[config.mk]
export PLATFORM = sky130hd
export DESIGN_NAME = input_conditioner
export DESIGN_NICKNAME = d
export VERILOG_FILES = /design/src/rtl/input_cond_pkg.sv /design/src/rtl/debounce_bit.sv /design/src/rtl/input_conditioner.sv
export SDC_FILE = /design/constraint.sdc
export NUM_CORES = 1
export LEC_CHECK = 0
export ABC_AREA = 1
export CAP_MARGIN = 20
export CORE_MARGIN = 2
export CORE_UTILIZATION = 40
export CTS_CLUSTER_SIZE = 25
export DETAILED_ROUTE_END_ITERATION = 6
export GPL_ROUTABILITY_DRIVEN = 0
export PLACE_DENSITY = 0.62
export SETUP_SLACK_MARGIN = 0.02
export SYNTH_ARGS = -nofsm -noshare
export SYNTH_HDL_FRONTEND = slang
export SYNTH_SLANG_ARGS = --single-unit
[constraint.sdc]
create_clock -name clk -period 1.9 [get_ports clk]
set_clock_uncertainty 0.15 [all_clocks]
set_input_delay 0.285 -clock clk [delete_from_list [all_inputs] [get_ports clk]]
set_output_delay 0.285 -clock clk [all_outputs]
set_load 0.01 [all_outputs]
[src/rtl/input_cond_pkg.sv]
// input_cond_pkg: shared reset levels and default debounce timing for input_conditioner
// Holds the reset level of each channel type, the system clock rate, and the default
// debounce length derived from it (10 ms), together with a counter width that covers it.
package input_cond_pkg;
    localparam logic SW_RESET_LEVEL  = 1'b0;
    localparam logic KEY_RESET_LEVEL = 1'b1;
    localparam int   CLK_HZ          = 50_000_000;
    localparam int   DEBOUNCE_CYCLES_DEFAULT = CLK_HZ / 100;
    localparam int   CNT_W_DEFAULT   = 24;
endpackage

[src/rtl/debounce_bit.sv]
// debounce_bit: one synchronized, debounced input channel with update strobes
// Ports:
//   clk, rst_n  clock and asynchronous active-low reset
//   i_raw       raw asynchronous pin
//   o_stable    debounced level (RESET_LEVEL while in reset)
//   o_rise      1-cycle pulse in the cycle o_stable becomes 1
//   o_fall      1-cycle pulse in the cycle o_stable becomes 0
module debounce_bit
    import input_cond_pkg::*;
#(
    parameter logic RESET_LEVEL     = SW_RESET_LEVEL,
    parameter int   DEBOUNCE_CYCLES = DEBOUNCE_CYCLES_DEFAULT,
    parameter int   CNT_W           = CNT_W_DEFAULT
)(
    input  logic clk,
    input  logic rst_n,
    input  logic i_raw,
    output logic o_stable,
    output logic o_rise,
    output logic o_fall
);
    logic             r_meta;
    logic             r_sync;
    logic [CNT_W-1:0] r_cnt;
    logic             w_done;

    // The synchronized level has differed from the stable level long enough to be accepted.
    assign w_done = (r_sync != o_stable) && (r_cnt == CNT_W'(DEBOUNCE_CYCLES - 1));

    always_ff @(posedge clk or negedge rst_n) begin
        if (!rst_n) begin
            r_meta   <= RESET_LEVEL;
            r_sync   <= RESET_LEVEL;
            o_stable <= RESET_LEVEL;
            r_cnt    <= '0;
            o_rise   <= 1'b0;
            o_fall   <= 1'b0;
        end else begin
            r_meta <= i_raw;
            r_sync <= r_meta;
            o_rise <= w_done & r_sync;
            o_fall <= w_done & ~r_sync;
            if (r_sync == o_stable) begin
                r_cnt <= '0;
            end else if (w_done) begin
                o_stable <= r_sync;
                r_cnt    <= '0;
            end else begin
                r_cnt <= r_cnt + 1'b1;
            end
        end
    end
endmodule

[src/rtl/input_conditioner.sv]
// input_conditioner: synchronizes and debounces slide switches and push buttons
// Ports:
//   clk, rst_n   clock and asynchronous active-low reset
//   sw_raw       raw switch pins;  sw_stable  debounced levels;  sw_toggle  pulse per accepted change
//   key_raw      raw buttons (active-low);  key_stable  debounced levels (active-low)
//   key_press    pulse on accepted press (1->0);  key_release  pulse on accepted release (0->1)
//   any_change   OR of all sw_toggle and key_press bits
module input_conditioner
    import input_cond_pkg::*;
#(
    parameter int N_SW            = 9,
    parameter int N_KEY           = 4,
    parameter int DEBOUNCE_CYCLES = DEBOUNCE_CYCLES_DEFAULT,
    parameter int CNT_W           = CNT_W_DEFAULT
)(
    input  logic             clk,
    input  logic             rst_n,
    input  logic [N_SW-1:0]  sw_raw,
    input  logic [N_KEY-1:0] key_raw,
    output logic [N_SW-1:0]  sw_stable,
    output logic [N_KEY-1:0] key_stable,
    output logic [N_SW-1:0]  sw_toggle,
    output logic [N_KEY-1:0] key_press,
    output logic [N_KEY-1:0] key_release,
    output logic             any_change
);
    logic [N_SW-1:0] w_sw_rise;
    logic [N_SW-1:0] w_sw_fall;

    genvar g;
    generate
        for (g = 0; g < N_SW; g++) begin : g_sw
            debounce_bit #(
                .RESET_LEVEL    (SW_RESET_LEVEL),
                .DEBOUNCE_CYCLES(DEBOUNCE_CYCLES),
                .CNT_W          (CNT_W)
            ) u_db (
                .clk     (clk),
                .rst_n   (rst_n),
                .i_raw   (sw_raw[g]),
                .o_stable(sw_stable[g]),
                .o_rise  (w_sw_rise[g]),
                .o_fall  (w_sw_fall[g])
            );
        end
        // Buttons are active-low: a falling level is a press, a rising level a release.
        for (g = 0; g < N_KEY; g++) begin : g_key
            debounce_bit #(
                .RESET_LEVEL    (KEY_RESET_LEVEL),
                .DEBOUNCE_CYCLES(DEBOUNCE_CYCLES),
                .CNT_W          (CNT_W)
            ) u_db (
                .clk     (clk),
                .rst_n   (rst_n),
                .i_raw   (key_raw[g]),
                .o_stable(key_stable[g]),
                .o_rise  (key_release[g]),
                .o_fall  (key_press[g])
            );
        end
    endgenerate

    assign sw_toggle  = w_sw_rise | w_sw_fall;
    assign any_change = (|sw_toggle) | (|key_press);
endmodule

==> metrics.md <==
| Metric | Value |
|---|---|
| CTS Buffer Depth | `3` |
| Maxcap violations | `0` |
| DR iter-0 viols | `1,220` |
| R2r setup slk | `180 ps` |
| Placed cell count | `3,755` |
| Sequential area share after synthesis | `0.441` |
| Most numerous cell in the Yosys netlist | `nand2_1` |
| Largest family of logic cells by synthesized area | `simple AND/OR/NAND/NOR gates` |
| Max FO, Critical Path | `2` |
| Final setup fails | `2` |
| Period utilisation layout | `1.16` |
| Rows | `84` |
| Fmax | `453 MHz` |
| Drt first pass iters | `5` |
| Xor/xnor share of the synthesized area | `0.0441` |
| Number of CTS-inserted buffers | `46` |
| Vias in the first global route | `17,400` |
| Max-slew violations | `0` |
| Hold/Removal Path Class | `in2async` |
| Largest net degree at the start of global routing | `69` |
| Critical-path top delay cell | `dfrtp_1` |
| Crit end category | `output pin` |
| Setup_tns | `-392 ps` |
| Syn_nets | `3,023` |
| Vias | `17,900` |
| Final Instance Count excl. Fillers | `3,856` |
| CP Data Arrival Time | `1770 ps` |
| Layout Area Growth over Synthesis | `16.1%` |
| Synth async-reset ratio | `1.00` |
| Initial antenna violation count | `0` |
| Reg2Reg Depth | `9` |
| Setup WS post-layout | `-308 ps` |
| RR Startpoint | `g_sw[5].u_db.r_cnt[0]$_DFF_PN0_` |
| Max-slew headroom | `0.661` |
| Latest clock arrival within the worst-skew pair | `590 ps` |
| Routed length per instance | `12.4 µm` |
| First-pass GRT wire length | `82.6 mm` |
| Crit path kind | `reg2out` |
| Buffers on Ports | `45` |
| End of the worst register-to-register path | `g_sw[5].u_db.r_cnt[18]$_DFF_PN0_` |
| RSZ-0062 raised after global routing | `true` |
| Share of layout cells above drive strength 1 | `0.120` |
| DIE AREA | `55,500 µm²` |
| Synth top area cells | `dfrtp_1 43%, nand2_1 14%, nor2_1 11%, inv_1 7.0%, nand3_1 5.5%` |
| Die X | `236 µm` |
| PD cells | `731 nW/µm²` |
| Avg Cell Area, Syn | `7.16 µm²` |
| Number of synthesized flops with an enable pin | `0` |
| Sink Count | `377` |
| Vias per cell | `4.64` |
| Status | `finished with violations` |
| Maximum vdd drop | `0.568 mV` |
| # diodes | `0` |
| Post-synthesis compound-gate area fraction | `0.0258` |
| Worst EP required | `1460 ps` |
| Top post-synthesis cells by count | `792 x nand2_1, 638 x nor2_1, 399 x inv_1, 365 x dfrtp_1, 235 x nand3_1` |
| CORE AREA | `52,800 µm²` |
| Fin nets | `3,159` |
| H-tree levels | `2` |
| All-layer global routing usage | `0.176` |
| Crit-path cells | `or2_4, nor3b_2, buf_4, nand4_1, buf_2` |
| Static leakage | `11.5 nW` |
| Startpoint class of the critical path | `register` |
| Post-DP HPWL | `35.8 mm` |
| Worst-path clk slew | `60 ps` |
| Hold Fails Final Rpt | `0` |
| Overflow left after global routing | `0` |
| CTS tree | `built` |
| Total power | `0.0182 W` |
| Mux cell area share after synthesis | `0` |
| Synth warn | `0` |
| Core Util, Final | `0.472` |
| Root buf cell | `clkbuf_16` |
| Initial core utilization | `0.406` |
| Post-route minimum period | `2210 ps` |
| Yosys top cell by area | `dfrtp_1` |
| Antenna viol nets, final | `0` |
| Total I/O pin count | `46` |
| Cell Area, Synth | `21,400 µm²` |
| Slew at the pin with the worst max-slew slack | `507 ps` |
| Largest stage delay on the critical path | `350 ps` |
| Primary FF master, synth | `dfrtp_1` |
| Synth Area in Adders | `0.00759` |
| Drc violations | `0` |
| Simple-gate share of the synthesized area | `0.390` |
| Post-synth top area share | `0.426` |
| Distinct cells, synth | `34` |
| Post-Synthesis Cells | `2,995` |
| Flops & latches, synth | `377` |
| Die Y | `236 µm` |
| Failing checks | `setup timing` |
| Total wire length | `47.8 mm` |
-- critical path: cells and delay by family, from the launching register on --
kind                   cells  cell delay (ps)
buffers and inverters      2              330
AND/OR/NAND/NOR            3              510
flip-flops                 1              350
-- state kept, by name, summed over array words and instances (netlist names) --
signal and cells:
g_key.u_db.o_stable 4, g_sw.u_db.o_fall 9, g_key.u_db.r_cnt 96, g_key.u_db.r_meta 4, g_sw.u_db.r_cnt 216, g_key.u_db.o_rise 4, g_sw.u_db.o_rise 9, g_sw.u_db.o_stable 9
g_sw.u_db.r_meta 9, g_sw.u_db.r_sync 9, g_key.u_db.r_sync 4, g_key.u_db.o_fall 4
-- area by class of cell --
class / count / area, µm²
Clock inverter: 27 / 355
Fill cell: 5322 / 27900
Inverter: 412 / 1550
Multi-Input combinational cell: 2146 / 10100
Sequential cell: 377 / 9450
Tap cell: 688 / 861
Timing Repair Buffer: 148 / 1310
Clock buffer: 58 / 1290
-- worst max path at each step --
| stage | startpoint | endpoint | slack [ps] | cells past startpoint |
|---|---|---|---|---|
| 2_1_floorplan | g_sw[7].u_db.r_cnt[0]$_DFF_PN0_ | g_sw[7].u_db.r_cnt[17]$_DFF_PN0_ | 390 | 9 |
| 3_3_place_gp | g_sw[4].u_db.o_fall$_DFF_PN0_ | any_change | -170 | 5 |
| 3_5_place_dp | g_sw[3].u_db.o_fall$_DFF_PN0_ | any_change | -180 | 5 |
| 4_1_cts | g_sw[3].u_db.o_fall$_DFF_PN0_ | any_change | -390 | 5 |
| 5_1_grt | g_sw[3].u_db.o_rise$_DFF_PN0_ | any_change | -450 | 5 |
| 6_report | g_sw[3].u_db.o_rise$_DFF_PN0_ | any_change | -310 | 5 |
-- repair_timing --
| action | CTS | global route |
|---|---|---|
| setup endpoints to repair | 31 | 76 |
| hold endpoints to repair | 383 | 0 |
| hold buffers | 14 | 0 |
| resized for setup | 78 | 22 |
| pin swaps | 2 | 1 |
| buffers inserted | 1 | 2 |
-- placed cells by master, fill, tap and decap left out, types with 13 or more instances in the layout --
cell and instances:
xor2_1 85, nor3_1 32, nand2_1 785, inv_2 14
clkbuf_16 47, dlygate4sd3_1 13, inv_1 398, nand3b_1 13
buf_4 81, nand2_2 51, xnor2_1 23, nand4_1 33
a21oi_1 45, o21ai_1 29, nor3b_1 13, dlygate4sd2_1 15
dfrtp_1 365, nand3_1 235, nor2_1 635, nor2_2 60
nor2_4 38, clkdlybuf4s50_1 13
-- kinds of logic after synthesis --
| family | count (synthesis) |
|---|---|
| xor gates and xnor gates | 108 |
| buffers and inverters | 472 |
| DFF | 377 |
| adders and majority gates | 13 |
| AOI/OAI and AO/OA | 102 |
| and+or+nand+nor | 1923 |
-- per-layer routing --
metal,wire [µm],vias up,global-route usage,share of wire
met5,0,-,0,0
li1,-,9406,-,-
met3,1760,92,0.0285,0.037
met1,23700,8122,0.250,0.50
met4,1310,0,0.0550,0.027
met2,21000,254,0.277,0.44
-- through the flow --
step	area (µm²)	hold slack, ps	setup WS, ps
6_report	24900	4.52	-308
3_5_place_dp	23100	29.4	-175
5_1_grt	24900	12.5	-448
4_1_cts	24800	87.5	-391
2_1_floorplan	21400	-161	390
3_3_place_gp	23100	24.2	-174
-- where the power goes --
part	internal (W)	switching, W	total [W]
logic	0.000216	0.000389	0.000606
clock network	0.00577	0.00362	0.00939
registers	0.00813	0.0000669	0.00820
No activity file was read; power rests on OpenSTA's default activity.
